<file path="config.mk">
export PLATFORM = sky130hd
export DESIGN_NAME = spi_slave_core_flat
export DESIGN_NICKNAME = d
export VERILOG_FILES = /design/src/rtl/spi_slave_core_if.sv /design/src/rtl/spi_slave_core.sv /design/src/flat_wrapper.sv
export SDC_FILE = /design/constraint.sdc
export NUM_CORES = 1
export LEC_CHECK = 0
export BUFFER_PORTS_ARGS = -buffer_cell sky130_fd_sc_hd__buf_2
export CAP_MARGIN = 25
export CORE_ASPECT_RATIO = 1.75
export CORE_MARGIN = 8
export CORE_UTILIZATION = 56
export DETAILED_ROUTE_END_ITERATION = 8
export HOLD_SLACK_MARGIN = 0.12
export PLACE_DENSITY = 0.84
export REMOVE_ABC_BUFFERS = 1
export SLEW_MARGIN = 5
export SYNTH_ARGS = -nofsm -noshare
export SYNTH_HDL_FRONTEND = slang
export SYNTH_SLANG_ARGS = --single-unit
</file>
<file path="constraint.sdc">
create_clock -name Clock -period 2.3 [get_ports Clock]
set_clock_uncertainty 0.15 [all_clocks]
set_input_delay 0.345 -clock Clock [delete_from_list [all_inputs] [get_ports Clock]]
set_output_delay 0.345 -clock Clock [all_outputs]
set_load 0.01 [all_outputs]
</file>
<file path="src/rtl/spi_slave_core_if.sv">
// Pin-side and user-side signals of the SPI slave core.
// slave modport is the core's view; master modport is the view of whoever drives it.
interface spi_slave_core_if #(
   parameter int WIDTH = 8
);
   logic             CS_i;
   logic             SCK_i;
   logic             MOSI_i;
   logic             MISO_o;
   logic             MISO_OE_o;
   logic [WIDTH-1:0] TxData_i;
   logic             TxValid_i;
   logic             TxReady_o;
   logic [WIDTH-1:0] RxData_o;
   logic             RxValid_o;
   logic             Busy_o;
   logic             Underrun_o;
   logic             FrameAbort_o;

   modport slave (
      input  CS_i, SCK_i, MOSI_i, TxData_i, TxValid_i,
      output MISO_o, MISO_OE_o, TxReady_o, RxData_o, RxValid_o,
             Busy_o, Underrun_o, FrameAbort_o
   );

   modport master (
      output CS_i, SCK_i, MOSI_i, TxData_i, TxValid_i,
      input  MISO_o, MISO_OE_o, TxReady_o, RxData_o, RxValid_o,
             Busy_o, Underrun_o, FrameAbort_o
   );
endinterface

</file>
<file path="src/rtl/spi_slave_core.sv">
// Full-duplex SPI slave, any CPOL/CPHA, oversampled in the Clock domain.
// TX words come from a one-entry holding register; RX words leave as a one-cycle strobe.
module spi_slave_core #(
   parameter int WIDTH       = 8,
   parameter int CPOL        = 0,
   parameter int CPHA        = 0,
   parameter int MSB_FIRST   = 1,
   parameter int SYNC_STAGES = 2
) (
   input  logic             Clock,
   input  logic             Reset,
   spi_slave_core_if.slave  bus
);
   localparam int   CW       = (WIDTH > 1) ? $clog2(WIDTH) : 1;
   localparam logic SCK_IDLE = (CPOL != 0) ? 1'b1 : 1'b0;

   logic [SYNC_STAGES-1:0] cs_sync_q, cs_sync_d;
   logic [SYNC_STAGES-1:0] sck_sync_q, sck_sync_d;
   logic [SYNC_STAGES-1:0] mosi_sync_q, mosi_sync_d;
   logic                   cs_prev_q, cs_prev_d;
   logic                   sck_prev_q, sck_prev_d;
   logic [CW-1:0]          cnt_q, cnt_d;
   logic [WIDTH-1:0]       rx_sh_q, rx_sh_d;
   logic [WIDTH-1:0]       tx_sh_q, tx_sh_d;
   logic [WIDTH-1:0]       hold_q, hold_d;
   logic [WIDTH-1:0]       rx_data_q, rx_data_d;
   logic                   hold_vld_q, hold_vld_d;
   logic                   word_done_q, word_done_d;
   logic                   rx_vld_q, rx_vld_d;
   logic                   busy_q, busy_d;
   logic                   underrun_q, underrun_d;
   logic                   abort_q, abort_d;

   logic cs_s, sck_s, mosi_s;
   logic cs_fall, cs_rise, sck_rise, sck_fall;
   logic lead_edge, trail_edge, sample_edge, shift_edge, load_evt;
   logic [WIDTH-1:0] rx_new;

   assign cs_s   = cs_sync_q[SYNC_STAGES-1];
   assign sck_s  = sck_sync_q[SYNC_STAGES-1];
   assign mosi_s = mosi_sync_q[SYNC_STAGES-1];

   // SCK edges are only meaningful inside a frame.
   assign cs_fall    = cs_prev_q & ~cs_s;
   assign cs_rise    = ~cs_prev_q & cs_s;
   assign sck_rise   = ~sck_prev_q & sck_s & ~cs_s;
   assign sck_fall   = sck_prev_q & ~sck_s & ~cs_s;
   assign lead_edge  = (SCK_IDLE == 1'b1) ? sck_fall : sck_rise;
   assign trail_edge = (SCK_IDLE == 1'b1) ? sck_rise : sck_fall;
   assign sample_edge = (CPHA != 0) ? trail_edge : lead_edge;
   assign shift_edge  = (CPHA != 0) ? lead_edge : trail_edge;

   // CPHA=0 must present bit 0 before the first sample edge, hence the load at CS fall.
   assign load_evt = (CPHA != 0) ? (shift_edge && (cnt_q == '0))
                                 : (cs_fall || (shift_edge && word_done_q));

   always_comb begin
      cs_sync_d   = {cs_sync_q[SYNC_STAGES-2:0], bus.CS_i};
      sck_sync_d  = {sck_sync_q[SYNC_STAGES-2:0], bus.SCK_i};
      mosi_sync_d = {mosi_sync_q[SYNC_STAGES-2:0], bus.MOSI_i};
      cs_prev_d   = cs_s;
      sck_prev_d  = sck_s;
      cnt_d       = cnt_q;
      rx_sh_d     = rx_sh_q;
      tx_sh_d     = tx_sh_q;
      hold_d      = hold_q;
      hold_vld_d  = hold_vld_q;
      rx_data_d   = rx_data_q;
      word_done_d = word_done_q;
      rx_vld_d    = 1'b0;
      underrun_d  = 1'b0;
      abort_d     = 1'b0;
      busy_d      = ~cs_s;
      rx_new      = (MSB_FIRST != 0) ? {rx_sh_q[WIDTH-2:0], mosi_s}
                                     : {mosi_s, rx_sh_q[WIDTH-1:1]};

      if (load_evt) begin
         tx_sh_d     = hold_vld_q ? hold_q : '0;
         underrun_d  = ~hold_vld_q;
         hold_vld_d  = 1'b0;
         word_done_d = 1'b0;
      end else if (shift_edge) begin
         tx_sh_d = (MSB_FIRST != 0) ? {tx_sh_q[WIDTH-2:0], 1'b0}
                                    : {1'b0, tx_sh_q[WIDTH-1:1]};
      end

      // Acceptance looks at the registered hold state: no bypass into a same-cycle load.
      if (bus.TxValid_i && !hold_vld_q) begin
         hold_d     = bus.TxData_i;
         hold_vld_d = 1'b1;
      end

      if (cs_fall) begin
         cnt_d       = '0;
         rx_sh_d     = '0;
         word_done_d = 1'b0;
      end else if (cs_rise) begin
         abort_d     = (cnt_q != '0);
         cnt_d       = '0;
         rx_sh_d     = '0;
         word_done_d = 1'b0;
      end else if (sample_edge) begin
         rx_sh_d = rx_new;
         if (cnt_q == CW'(WIDTH - 1)) begin
            rx_data_d   = rx_new;
            rx_vld_d    = 1'b1;
            cnt_d       = '0;
            word_done_d = 1'b1;
         end else begin
            cnt_d = cnt_q + CW'(1);
         end
      end
   end

   always_ff @(posedge Clock or negedge Reset) begin
      if (!Reset) begin
         cs_sync_q   <= {SYNC_STAGES{1'b1}};
         sck_sync_q  <= {SYNC_STAGES{SCK_IDLE}};
         mosi_sync_q <= '0;
         cs_prev_q   <= 1'b1;
         sck_prev_q  <= SCK_IDLE;
         cnt_q       <= '0;
         rx_sh_q     <= '0;
         tx_sh_q     <= '0;
         hold_q      <= '0;
         hold_vld_q  <= 1'b0;
         rx_data_q   <= '0;
         word_done_q <= 1'b0;
         rx_vld_q    <= 1'b0;
         busy_q      <= 1'b0;
         underrun_q  <= 1'b0;
         abort_q     <= 1'b0;
      end else begin
         cs_sync_q   <= cs_sync_d;
         sck_sync_q  <= sck_sync_d;
         mosi_sync_q <= mosi_sync_d;
         cs_prev_q   <= cs_prev_d;
         sck_prev_q  <= sck_prev_d;
         cnt_q       <= cnt_d;
         rx_sh_q     <= rx_sh_d;
         tx_sh_q     <= tx_sh_d;
         hold_q      <= hold_d;
         hold_vld_q  <= hold_vld_d;
         rx_data_q   <= rx_data_d;
         word_done_q <= word_done_d;
         rx_vld_q    <= rx_vld_d;
         busy_q      <= busy_d;
         underrun_q  <= underrun_d;
         abort_q     <= abort_d;
      end
   end

   assign bus.MISO_o       = ~cs_s & ((MSB_FIRST != 0) ? tx_sh_q[WIDTH-1] : tx_sh_q[0]);
   assign bus.MISO_OE_o    = ~cs_s;
   assign bus.TxReady_o    = ~hold_vld_q;
   assign bus.RxData_o     = rx_data_q;
   assign bus.RxValid_o    = rx_vld_q;
   assign bus.Busy_o       = busy_q;
   assign bus.Underrun_o   = underrun_q;
   assign bus.FrameAbort_o = abort_q;
endmodule

</file>
<file path="src/flat_wrapper.sv">
// flat-port wrapper written by rule: the top's interface ports become plain ports
module spi_slave_core_flat 
#(
   parameter int WIDTH       = 8,
   parameter int CPOL        = 0,
   parameter int CPHA        = 0,
   parameter int MSB_FIRST   = 1,
   parameter int SYNC_STAGES = 2
)
  (Clock, Reset, bus_CS_i, bus_SCK_i, bus_MOSI_i, bus_TxData_i, bus_TxValid_i, bus_MISO_o, bus_MISO_OE_o, bus_TxReady_o, bus_RxData_o, bus_RxValid_o, bus_Busy_o, bus_Underrun_o, bus_FrameAbort_o);
  spi_slave_core_if #(.WIDTH(WIDTH)) bus_i ();
  input  logic Clock;
  input  logic Reset;
  input wire logic [$bits(bus_i.CS_i)-1:0] bus_CS_i;
  input wire logic [$bits(bus_i.SCK_i)-1:0] bus_SCK_i;
  input wire logic [$bits(bus_i.MOSI_i)-1:0] bus_MOSI_i;
  input wire logic [$bits(bus_i.TxData_i)-1:0] bus_TxData_i;
  input wire logic [$bits(bus_i.TxValid_i)-1:0] bus_TxValid_i;
  output wire logic [$bits(bus_i.MISO_o)-1:0] bus_MISO_o;
  output wire logic [$bits(bus_i.MISO_OE_o)-1:0] bus_MISO_OE_o;
  output wire logic [$bits(bus_i.TxReady_o)-1:0] bus_TxReady_o;
  output wire logic [$bits(bus_i.RxData_o)-1:0] bus_RxData_o;
  output wire logic [$bits(bus_i.RxValid_o)-1:0] bus_RxValid_o;
  output wire logic [$bits(bus_i.Busy_o)-1:0] bus_Busy_o;
  output wire logic [$bits(bus_i.Underrun_o)-1:0] bus_Underrun_o;
  output wire logic [$bits(bus_i.FrameAbort_o)-1:0] bus_FrameAbort_o;
  assign bus_i.CS_i = bus_CS_i;
  assign bus_i.SCK_i = bus_SCK_i;
  assign bus_i.MOSI_i = bus_MOSI_i;
  assign bus_i.TxData_i = bus_TxData_i;
  assign bus_i.TxValid_i = bus_TxValid_i;
  assign bus_MISO_o = bus_i.MISO_o;
  assign bus_MISO_OE_o = bus_i.MISO_OE_o;
  assign bus_TxReady_o = bus_i.TxReady_o;
  assign bus_RxData_o = bus_i.RxData_o;
  assign bus_RxValid_o = bus_i.RxValid_o;
  assign bus_Busy_o = bus_i.Busy_o;
  assign bus_Underrun_o = bus_i.Underrun_o;
  assign bus_FrameAbort_o = bus_i.FrameAbort_o;
  spi_slave_core #(.WIDTH(WIDTH), .CPOL(CPOL), .CPHA(CPHA), .MSB_FIRST(MSB_FIRST), .SYNC_STAGES(SYNC_STAGES)) u_core (.Clock(Clock), .Reset(Reset), .bus(bus_i));
endmodule
</file>
# --- After elaboration in Yosys (flattened, before gate mapping) ---
# Cells that the tools add are included.
totals:
  elab_cells: 65
  ff_bits: 48
  input_bits: 14
  output_inout_bits: 15
op_classes:
  n_reduce_logical: 9
  n_eq_ne: 1
  bitwise_logic: 14
  addsub: 1
  n_mux: 24
op_table:
  columns: ["op", "n"]
  rows:
  - ["$mux W8", 3]
  - ["$mux W7", 3]
  - ["$mux W1", 14]
  - ["$mux W3", 4]
  - ["$and A1 B1 Y1", 7]
  - ["$not A1 Y1", 7]
  - ["$reduce_bool A3 Y1", 2]
  - ["$reduce_and A4 Y1", 1]
  - ["$reduce_bool A2 Y1", 2]
  - ["$add A3 B1 Y3 const B", 1]
  - ["$eq A3 B3 Y1 const B", 1]
  - ["$logic_and A1 B1 Y1", 2]
  - ["$logic_not A1 Y1", 1]
  - ["$logic_or A1 B1 Y1", 1]

# --- Logic depth before layout (Yosys ltp) ---
# Gate-level depths: netlist (run 1).
logic_depth:
  ltp_word: 10
  depth_mapped: 6
  ltp_nobuf: 5

# --- Worst setup path after synthesis (run 1) ---
# OpenSTA, ideal clock, no wires.
synth_timing:
  kind: "register to register"
  start: "register u_core.cs_sync_q[1]"
  end: "register u_core.tx_sh_q[2]"
  setup_ns: 0.125
  synth_period_minus_slack_ns: 1.870
  setup_slack_ns: 0.430
  required_time_ns: 2.025
  t_arrival_ns: 1.595
  path_stages_with_launch: 7
  n_path_buf: 1
  path_cell_list: "dfstp_2 inv_1 ha_1 buf_2 o211ai_1 o21ai_0 mux2_2"
synth_between:
  elab_chain_len: 5
  word_cells_on_any_way: 7
  classes_between: "mux (1); bitwise (3); reduce/logical (3)"
synth_lines:
  columns: ["item", "line", "text"]
  rows:
  - ["from (decl)", "spi_slave_core.sv:17", "logic [SYNC_STAGES-1:0] cs_sync_q, cs_sync_d;"]
  - ["from (signal assigned)", "spi_slave_core.sv:117", "cs_sync_q <= {SYNC_STAGES{1'b1}};"]
  - ["from (signal assigned)", "spi_slave_core.sv:134", "cs_sync_q <= cs_sync_d;"]
  - ["$not A1 Y1 (*)", null, null]
  - ["net bus_MISO_OE_o", "flat_wrapper.sv:20", "output wire logic [$bits(bus_i.MISO_OE_o)-1:0] bus_MISO_OE_o;"]
  - ["$and A1 B1 Y1", "spi_slave_core.sv:47", "assign sck_fall = sck_prev_q & ~sck_s & ~cs_s;"]
  - ["$logic_and A1 B1 Y1", "spi_slave_core.sv:55", ": (cs_fall || (shift_edge && word_done_q));"]
  - ["$logic_or A1 B1 Y1", "spi_slave_core.sv:55", null]
  - ["$mux W8 / $reduce_bool A2 Y1 (equally long branches)", null, null]
  - ["to (signal assigned)", "spi_slave_core.sv:141", "tx_sh_q <= tx_sh_d;"]
  - ["to (decl)", "spi_slave_core.sv:24", "logic [WIDTH-1:0] tx_sh_q, tx_sh_d;"]
# Mark *: on every way through the listed nets, which the timed path passes. The rest lies on a longest branch.
# A chain may end at the register's enable or synchronous reset.

# --- Worst setup path in the final report (run 1) ---
layout_timing:
  start: "register u_core.cs_sync_q[1]"
  end: "register u_core.tx_sh_q[4]"
layout_between:
  elab_chain_len: 5
  word_cells_on_any_way: 7
  classes_between: "mux (1); bitwise (3); reduce/logical (3)"
layout_lines:
  columns: ["item", "line"]
  rows:
  - ["$not A1 Y1 (*)", "spi_slave_core.sv:44, spi_slave_core.sv:47"]
  - ["$and A1 B1 Y1", "spi_slave_core.sv:47"]
  - ["$logic_and A1 B1 Y1", "spi_slave_core.sv:55"]
  - ["$logic_or A1 B1 Y1", "spi_slave_core.sv:55"]
  - ["$mux W8 / $reduce_bool A2 Y1 (equally long branches)", null]
# Every way passes the cells marked *; elsewhere a longest branch is shown, timed or not.

==> results_dict.tcl, run 1 <==
set metrics [dict create \
    ios 29 \
    antenna_cells 0 \
    synth_cell_types 29 \
    cts_tree "yes" \
    top_usage_layer "met2" \
    run_status "complete, no violations" \
    overflow 0 \
    setup_violations 0 \
    hold_viol 0 \
    path_clk_slew_ps 90 \
    place_area_um2 2206 \
    p_leak_nw 1.209 \
    finalCriticalPeriod_ps 2092 \
    utilization_pct 68.26 \
    die_h_um 95.39 \
    dp_hpwl_um 2815 \
    syn_avg_cell_area_um2 13.01 \
    ant_nets 0 \
    routed-via-count 1286 \
    required_ps 2400 \
    nNetsFinal 217 \
    ir_drop_uv 720.8 \
    cp-end-kind "flop" \
    core_um2 3556 \
    fmax_mhz 478.0 \
    grt_pass1_wl_um 6361 \
    dieArea_um2 5854 \
    crit_fanout 14 \
    use_met2_pct 25.88 \
    num_rows 29 \
    die_x_um 61.37 \
    yosys.area.top_type_share_pct 55.83 \
    start_util_pct 56.72 \
    clock-sinks 48 \
    track_usage_pct 14.74 \
    syn_to_final_growth_pct 20.35 \
    grt_use_met1_pct 14.79 \
    grt_start_max_net_pins 35 \
    synth_flop_cell "dfrtp_1" \
    clockRootBuffer "clkbuf_8" \
    gp_congestion 0.8260 \
    cp_data_arrival_time_ps 2190 \
    post_cts_buffers 0 \
    worstSetupStartpointType "flop" \
    netlist_top_cells_area "dfrtp_1, mux2_2, mux2i_1, dfstp_2, inv_1" \
    yosys_warnings 0 \
    route.detailed.drc 0 \
    worst_pin_slew_ps 725.2 \
    cts_max_level 2 \
    drv_cap 0 \
    synth-edff-count 0 \
    pwr_density_cell_nw_per_um2 866.9 \
    cts_buffer_depth 2 \
    drive_gt1_share_pct 35.18 \
    critPathKind "reg2reg" \
    grt_pass1_vias 1402 \
    slew_headroom_pct 51.65 \
    rsz0062_at_grt "false" \
    insertion_delay_ps 300 \
    fin_setup_tns_ps 0 \
    antenna_found_initial 0 \
    numCtsBuffers 5 \
    first_pass_iters 4 \
    finalCritPeriodShare_pct 90.96 \
    first_iter_violations 25 \
    synth_top_area_cell "dfrtp_1" \
    syn-instance-count 155 \
    vias_per_cell 5.249 \
    maxSlewViolCount 0 \
    netlist_area_um2 2017 \
    holdWs_ps 146.8 \
    design_area_um2 2427 \
    synth-seq-cells 48 \
    finalPower_mw 2.104 \
    port_buffers 28 \
    grt_use_met3_pct 4.189 \
    hold_class "in2reg" \
    synth-async-reset-ratio_pct 100.0 \
    routed_wl_um 3776 \
    seq_area_frac_synth_pct 59.74 \
    routedWlPerCell_um 15.41 \
]
==> kinds of logic (layout without fill, tap and decap cells) <==
kind of cell               count (synthesis)  after routing  share of synthesized area (%)
AOI/OAI and AO/OA                         19             19                          7.321
and+or+nand+nor                           25             25                          6.948
buffers and inverters                     25             69                          5.273
adders and majority gates                  5              5                          3.102
DFF                                       48             48                          59.74
muxes                                     33             33                          17.62
==> per-layer routing <==
layer	wire, µm	vias to the layer above
met1	1417	639
li1	-	608
met2	2067	29
met5	0	-
met4	121	0
met3	171	10
==> registers in the layout, summed over array words and instances, names as in the netlist, 2 cells and up <==
register             cells
u_core.sck_sync_q        2
u_core.hold_q            8
u_core.cnt_q             3
u_core.mosi_sync_q       2
u_core.cs_sync_q         2
u_core.rx_sh_q           7
u_core.tx_sh_q           8
u_core.bus.RxData_o      8
==> critical path: stages, from the launching register on <==
cell,delay [ps]
dfstp_2,610
inv_1,90
ha_1,360
or2_0,380
o21ai_0,260
mux2_2,190
==> through the flow <==
step | std cells | setup WS [ps]
6_report | 245 | 208.0
5_1_grt | 245 | 116.5
4_1_cts | 244 | 202.8
3_5_place_dp | 226 | 216.2
3_3_place_gp | 226 | 322.1
2_1_floorplan | 148 | 86.96
==> report_power, final <==
group          internal, mW  total, mW  switching (mW)
Combinational         0.208      0.398           0.190
Clock                 0.322      0.598           0.276
Sequential             1.00       1.11           0.104
Total                  1.53       2.10           0.570
==> cell usage after synthesis (2+ instances only) <==
cell type,number
nor2_2,2
ha_1,5
dfrtp_1,45
buf_2,4
nor3b_1,3
nor2_1,3
dfstp_2,3
mux2i_1,13
clkbuf_1,2
inv_1,18
mux2_2,20
nand2_1,11
o211ai_1,4
o21ai_0,4
a31oi_1,4
==> area by class of cell <==
type / count / area, µm²
fill: 285 / 1129
inverter: 18 / 67.56
clock inverter: 3 / 42.54
tap: 46 / 57.56
multi-input combinational: 82 / 705.7
sequential: 48 / 1205
timing repair buffer: 43 / 280.3
clock buffer: 5 / 68.82
==> cell usage in the layout (no fill, tap or decap), drive strengths merged, types with 3 or more instances in the layout <==
| cell | instances |
|---|---|
| a31oi | 4 |
| buf | 32 |
| clkbuf | 5 |
| dfrtp | 45 |
| dfstp | 3 |
| dlygate4sd3 | 11 |
| ha | 5 |
| inv | 18 |
| mux2 | 20 |
| mux2i | 13 |
| nand2 | 11 |
| nor2 | 5 |
| nor3b | 3 |
| o211ai | 4 |
| o21ai | 4 |
==> final timing paths <==
kind	start	endpoint	slack [ps]	depth (start not counted)
setup / recovery	u_core.cs_sync_q[1]	u_core.tx_sh_q[4]	210	5
hold / removal	bus_TxData_i[4]	u_core.hold_q[4]	150	2
setup reg to reg	u_core.cs_sync_q[1]	u_core.tx_sh_q[4]	210	5
hold reg to reg	u_core.cs_sync_q[0]	u_core.cs_sync_q[1]	210	0
max in group asynchronous	Reset	u_core.cnt_q[0]	830	3
min in group asynchronous	Reset	u_core.hold_q[5]	490	2
==> what timing repair did <==
item / in CTS / in global routing
endpoints found under the setup margin: 0 / 0
hold buffers: 10 / 1
hold endpoints to repair: 39 / 1
resized for setup: 0 / 0
(Power assumes the default switching activity.)
==> run 2, diff against run 1 <==
ABC_AREA = 1   (was unset)
CAP_MARGIN = 0   (was 25)
REMOVE_ABC_BUFFERS = unset   (was 1)
==> run 2 against run 1 <==
  * Combinational power rose by 4%
  * Area after synthesis rose by 5.0%
  * First-iteration DRC count rose by 76%
  * Worst setup slack better by 210 ps
  * Synthesized cell count is 50% higher
  * Largest cell class unchanged
  * Highest routed layer unchanged
==> results_dict.tcl, run 2 <==
set metrics [dict create \
    first_iter_violations 44 \
    finalPower_mw 2.015 \
    cp_data_arrival_time_ps 1940 \
    setup_violations 0 \
    p_leak_nw 1.351 \
    finalCritPeriodShare_pct 81.61 \
    routed_wl_um 3936 \
    die_x_um 62.48 \
    syn_to_final_growth_pct 17.49 \
    grt_start_max_net_pins 49 \
    cts_buffer_depth 2 \
    fin_setup_tns_ps 0 \
    pwr_density_cell_nw_per_um2 810.2 \
    run_status "complete, no violations" \
    netlist_top_cells_area "dfrtp_1, nand2_1, nand3_1, inv_1, dfstp_2" \
    utilization_pct 68.55 \
    antenna_cells 0 \
    maxSlewViolCount 0 \
    crit_fanout 7 \
    synth_flop_cell "dfrtp_1" \
    worst_pin_slew_ps 580.3 \
    track_usage_pct 14.19 \
    seqCellArea_um2 1205 \
    path_cells "inv_2, ha_1, nor2_1, nand2_1, nand2_1, nand2_1, nand2_1, inv_1" \
    grt_pass1_vias 1631 \
    clock-sinks 48 \
    multiInputGateArea_um2 765.7 \
    final_cell_mix "nand2_1, dfrtp_1, nand3_1, buf_2, inv_1" \
    netlist_area_um2 2117 \
    synth-async-reset-ratio_pct 100.0 \
    cts_max_level 2 \
    route.detailed.drc 0 \
    synth.most_common_cell "nand2_1" \
    cts_tree "yes" \
    hold_viol 0 \
    dp_hpwl_um 2703 \
    place_area_um2 2295 \
    gp_congestion 0.8259 \
    ir_drop_uv 692.2 \
    cpPeakStageDelay_ps 630 \
    synthTopCellsByCount "nand2_1, dfrtp_1, nand3_1" \
    n_fill_cell 300 \
    synth_cell_types 22 \
    numCtsBuffers 5 \
    antenna_found_initial 0 \
    hold_class "in2reg" \
    port_buffers 28 \
    cpMostUsedCell "nand2_1" \
    routed-via-count 1577 \
    overflow 0 \
    critPathKind "reg2reg" \
    nNetsFinal 294 \
    clockRootBuffer "clkbuf_8" \
    synth_nets 252 \
    dieArea_um2 6081 \
    synth_top_area_cell "dfrtp_1" \
    ios 29 \
    syn_avg_cell_area_um2 9.086 \
    yosys_warnings 0 \
    core_um2 3628 \
    design_area_um2 2487 \
    slew_headroom_pct 61.31 \
    finalCriticalPeriod_ps 1877 \
    yosys.area.top_type_share_pct 53.19 \
    routedWlPerCell_um 12.22 \
    rsz0062_at_grt "false" \
    seq_area_frac_synth_pct 56.91 \
    first_pass_iters 4 \
    critical-path-slowest-cell "dfstp_2" \
    insertion_delay_ps 310 \
    num_rows 29 \
    synth-seq-cells 48 \
    ant_nets 0 \
    vias_per_cell 4.898 \
    cp-end-kind "flop" \
    grt_pass1_wl_um 7024 \
    drive_gt1_share_pct 23.19 \
    final_common_cell "nand2_1" \
    worstSetupStartpointType "flop" \
    drv_cap 0 \
    start_util_pct 58.34 \
    die_h_um 97.34 \
    required_ps 2360 \
    fmax_mhz 532.7 \
    path_clk_slew_ps 90 \
    synth-edff-count 0 \
    syn-instance-count 233 \
]
[run 2: cell count changes in the layout (fill, tap and decap cells not counted), sizes merged, moves of 2 or more]
cell | before | now
o21ai | 4 | 8
a21oi | 1 | 3
o211ai | 4 | 0
nor2 | 5 | 21
buf | 32 | 30
nor3b | 3 | 0
mux2 | 20 | 0
nand3 | 1 | 29
mux2i | 13 | 0
nand2 | 11 | 80
a31oi | 4 | 0
nand3b | 0 | 3
inv | 18 | 29
[run 2: critical path, delay by kind of cell, from the launching register on]
| kind | cells | cell delay, ps |
|---|---|---|
| buffers and inverters | 2 | 110 |
| adder cells (fa/ha/maj) | 1 | 260 |
| AND/OR/NAND/NOR | 5 | 630 |
| flip-flops | 1 | 630 |
[run 2: logic make-up after synthesis]
family                     Yosys count  share of synthesized area [%]
and+or+nand+nor                    135                          29.20
DFF                                 48                          56.92
buffers and inverters               34                          6.914
AOI/OAI and AO/OA                   11                          4.019
adders and majority gates            5                          2.955
[run 2: report_power, final]
part	total, mW	leakage, nW	switching, mW	internal (mW)
Clock	0.508	0.0404	0.293	0.215
Combinational	0.415	0.705	0.250	0.165
Sequential	1.09	0.605	0.105	0.987
[run 2: area by class of cell]
| class | count | area share (%) |
|---|---|---|
| clock buffer | 5 | 2.767 |
| clock inverter | 3 | 0.9557 |
| inverter | 29 | 4.477 |
| multi-input combinational | 151 | 30.78 |
| sequential | 48 | 48.44 |
| tap | 46 | 2.314 |
| timing repair buffer | 40 | 10.26 |
[run 2: path summary, 6_finish.rpt]
path                                       from                     to  slack [ps]  depth (start not counted)
min in group asynchronous                 Reset      u_core.tx_sh_q[1]         510                          3
hold / removal                  bus_TxData_i[5]       u_core.hold_q[5]         130                          3
setup reg to reg            u_core.cs_sync_q[1]      u_core.tx_sh_q[1]         420                          8
setup / recovery            u_core.cs_sync_q[1]      u_core.tx_sh_q[1]         420                          8
hold reg to reg            u_core.sck_sync_q[0]   u_core.sck_sync_q[1]         200                          0
max in group asynchronous                 Reset  u_core.bus.Underrun_o        1110                          3
[run 2: what timing repair did]
| item | 4_1_cts | 5_1_grt |
|---|---|---|
| resized for setup | 0 | 0 |
| buffers inserted | 0 | 0 |
| hold buffers | 10 | 0 |
| hold endpoints to repair | 54 | 0 |
[run 2: metal layers]
| metal | GRT usage, % | part of all wire, % | up-vias |
|---|---|---|---|
| met4 | 9.187 | 2.7 | 0 |
| met1 | 12.04 | 36 | 732 |
| li1 | - | - | 803 |
| met2 | 26.28 | 56 | 34 |
| met3 | 5.312 | 5.1 | 8 |
| met5 | 0 | 0 | - |
[run 2: metrics by stage]
step / worst slack, ps / std cells / hold slack, ps
after global placement: 520.2 / 304 / 182.3
after detailed placement: 419.2 / 304 / 185.5
after CTS: 423.0 / 322 / 131.3
after floorplan: 601.1 / 233 / -100.6
after global routing: 238.5 / 322 / 141.4
final: 422.9 / 322 / 130.9
==> run 3, diff against run 2 <==
CORE_UTILIZATION = 51   (was 56)
PLACE_DENSITY = 0.81   (was 0.84)
clock period = 1.7 ns   (was 2.3 ns; I/O delays follow)
==> run 3 against run 2 <==
  * Hold slack gained 11 ps
  * Critical endpoint is now u_core.bus.RxData_o[2]
  * Highest routed layer unchanged
  * Clock power grew 33%
  * Core utilization shrank 4.8 points
  * Sequential share of layout area shrank 2.0 points
  * Register-to-register slack lost 340 ps
  * Wire length shrank 0.38%
  * Combinational power grew 40%
==> results_dict.tcl, run 3 (synthesis gave the netlist of run 2 again) <==
set metrics [dict create \
    insertion_delay_ps 290 \
    first_pass_iters 4 \
    vias_per_cell 4.838 \
    setup_violations 0 \
    clockRootBuffer "clkbuf_8" \
    ir_drop_uv 855.2 \
    dieArea_um2 6550 \
    die_x_um 64.71 \
    path_cells "inv_1, ha_1, nand4_4, buf_12, nand2_1, o21ai_2" \
    clock-sinks 48 \
    final_common_cell "nand2_1" \
    run_status "complete, no violations" \
    instances_no_fill 334 \
    cpPeakStageDelay_ps 550 \
    route.detailed.drc 0 \
    antenna_found_initial 0 \
    nNetsFinal 303 \
    finalCritPeriodShare_pct 94.91 \
    grt_pass1_vias 1673 \
    drive_gt1_share_pct 25.61 \
    cts_max_level 2 \
    worstSetupStartpointType "flop" \
    p_leak_nw 1.409 \
    n_fill_cell 357 \
    antenna_cells 0 \
    fmax_mhz 619.8 \
    critical_path_buf_inv_count 2 \
    pwr_density_cell_nw_per_um2 1050 \
    drv_cap 0 \
    utilization_pct 63.72 \
    cp_data_arrival_time_ps 1650 \
    track_usage_pct 13.44 \
    hold_class "in2reg" \
    holdWs_ps 142.2 \
    grt_start_max_net_pins 20 \
    gp_congestion 0.8542 \
    grt_pass1_wl_um 6920 \
    dp_hpwl_um 2874 \
    first_iter_violations 37 \
    start_util_pct 51.98 \
    worst_pin_slew_ps 419.3 \
    maxSlewViolCount 0 \
    routedWlPerCell_um 11.74 \
    cts_buffer_depth 2 \
    critPathKind "reg2reg" \
    ant_nets 0 \
    die_h_um 101.2 \
    path_clk_slew_ps 80 \
    cts_tree "yes" \
    overflow 0 \
    routed_wl_um 3921 \
    crit_fanout 16 \
    placed_cells 312 \
    ios 29 \
    finalCriticalPeriod_ps 1613 \
    syn_to_final_growth_pct 22.58 \
    numCtsBuffers 5 \
    core_um2 4073 \
    critical-path-slowest-cell "dfstp_2" \
    num_rows 31 \
    cp-end-kind "flop" \
    required_ps 1740 \
    crit_family "flip-flops" \
    port_buffers 28 \
    final_cell_mix "nand2_1, dfrtp_1, nand3_1, buf_2, inv_1" \
    routed-via-count 1616 \
    hold_viol 0 \
    slew_headroom_pct 72.05 \
]
==> run 3: changes by cell type in the layout (fill, tap and decap cells not counted), moves of 2 or more <==
cell,change
buf_12,+2
buf_4,+5
dlygate4sd3_1,+2
clkinv_2,+2
clkinvlp_4,-2
==> run 3: worst min-delay path: stages <==
cell and delay, ps:
buf_2 160, nand3_1 90, nand2_1 50
==> run 3: final cells by class <==
type / count / area, µm² / share of cell area [%]
timing repair buffer: 49 / 352.8 / 13.60
multi-input combinational: 151 / 772.0 / 29.75
inverter: 29 / 111.4 / 4.291
clock inverter: 2 / 10.01 / 0.3857
sequential: 48 / 1205 / 46.43
clock buffer: 6 / 82.58 / 3.182
tap: 49 / 61.31 / 2.363
==> run 3: layer usage <==
metal | share of wire (%) | wire length, µm | vias up | GRT usage [%]
li1 | - | - | 819 | -
met1 | 36 | 1393 | 747 | 11.24
met2 | 57 | 2236 | 43 | 26.31
met3 | 4.7 | 183 | 7 | 3.654
met4 | 2.7 | 107 | 0 | 8.277
met5 | 0 | 0 | - | 0
==> run 3: worst paths after layout <==
path	slack, ps	end	cells after the start	start
max in group asynchronous	600	u_core.tx_sh_q[3]	3	Reset
hold reg to reg	200	u_core.mosi_sync_q[1]	0	u_core.mosi_sync_q[0]
setup / recovery	90	u_core.bus.RxData_o[2]	6	u_core.cs_prev_q
min in group asynchronous	280	u_core.bus.RxValid_o	2	Reset
hold / removal	140	u_core.hold_q[6]	3	bus_TxValid_i
setup reg to reg	90	u_core.bus.RxData_o[2]	6	u_core.cs_prev_q
==> run 3: metrics by stage <==
step | area (µm²) | setup slack, ps | power (mW) | TNS, ps
after CTS | 2581 | 21.18 | 2.761 | 0
after global routing | 2595 | -2.364 | 2.931 | -2.364
after detailed placement | 2349 | -2.036 | 2.055 | -5.544
final | 2595 | 86.60 | 2.725 | 0
after global placement | 2349 | 3.309 | 2.026 | 0
after floorplan | 2117 | 1.115 | 1.885 | 0
==> run 3: repair_timing <==
item / CTS / global route
hold buffers: 12 / 0
gates resized for setup: 0 / 2
pin swaps: 1 / 0
endpoints found under the setup margin: 8 / 13
buffers inserted: 1 / 1
hold endpoints to repair: 45 / 0
==> run 3: where the power goes <==
group	leakage (nW)	internal (mW)	total, mW	switching, mW
Clock	0.0510	0.325	0.675	0.350
Sequential	0.605	1.34	1.47	0.137
Combinational	0.753	0.241	0.579	0.337
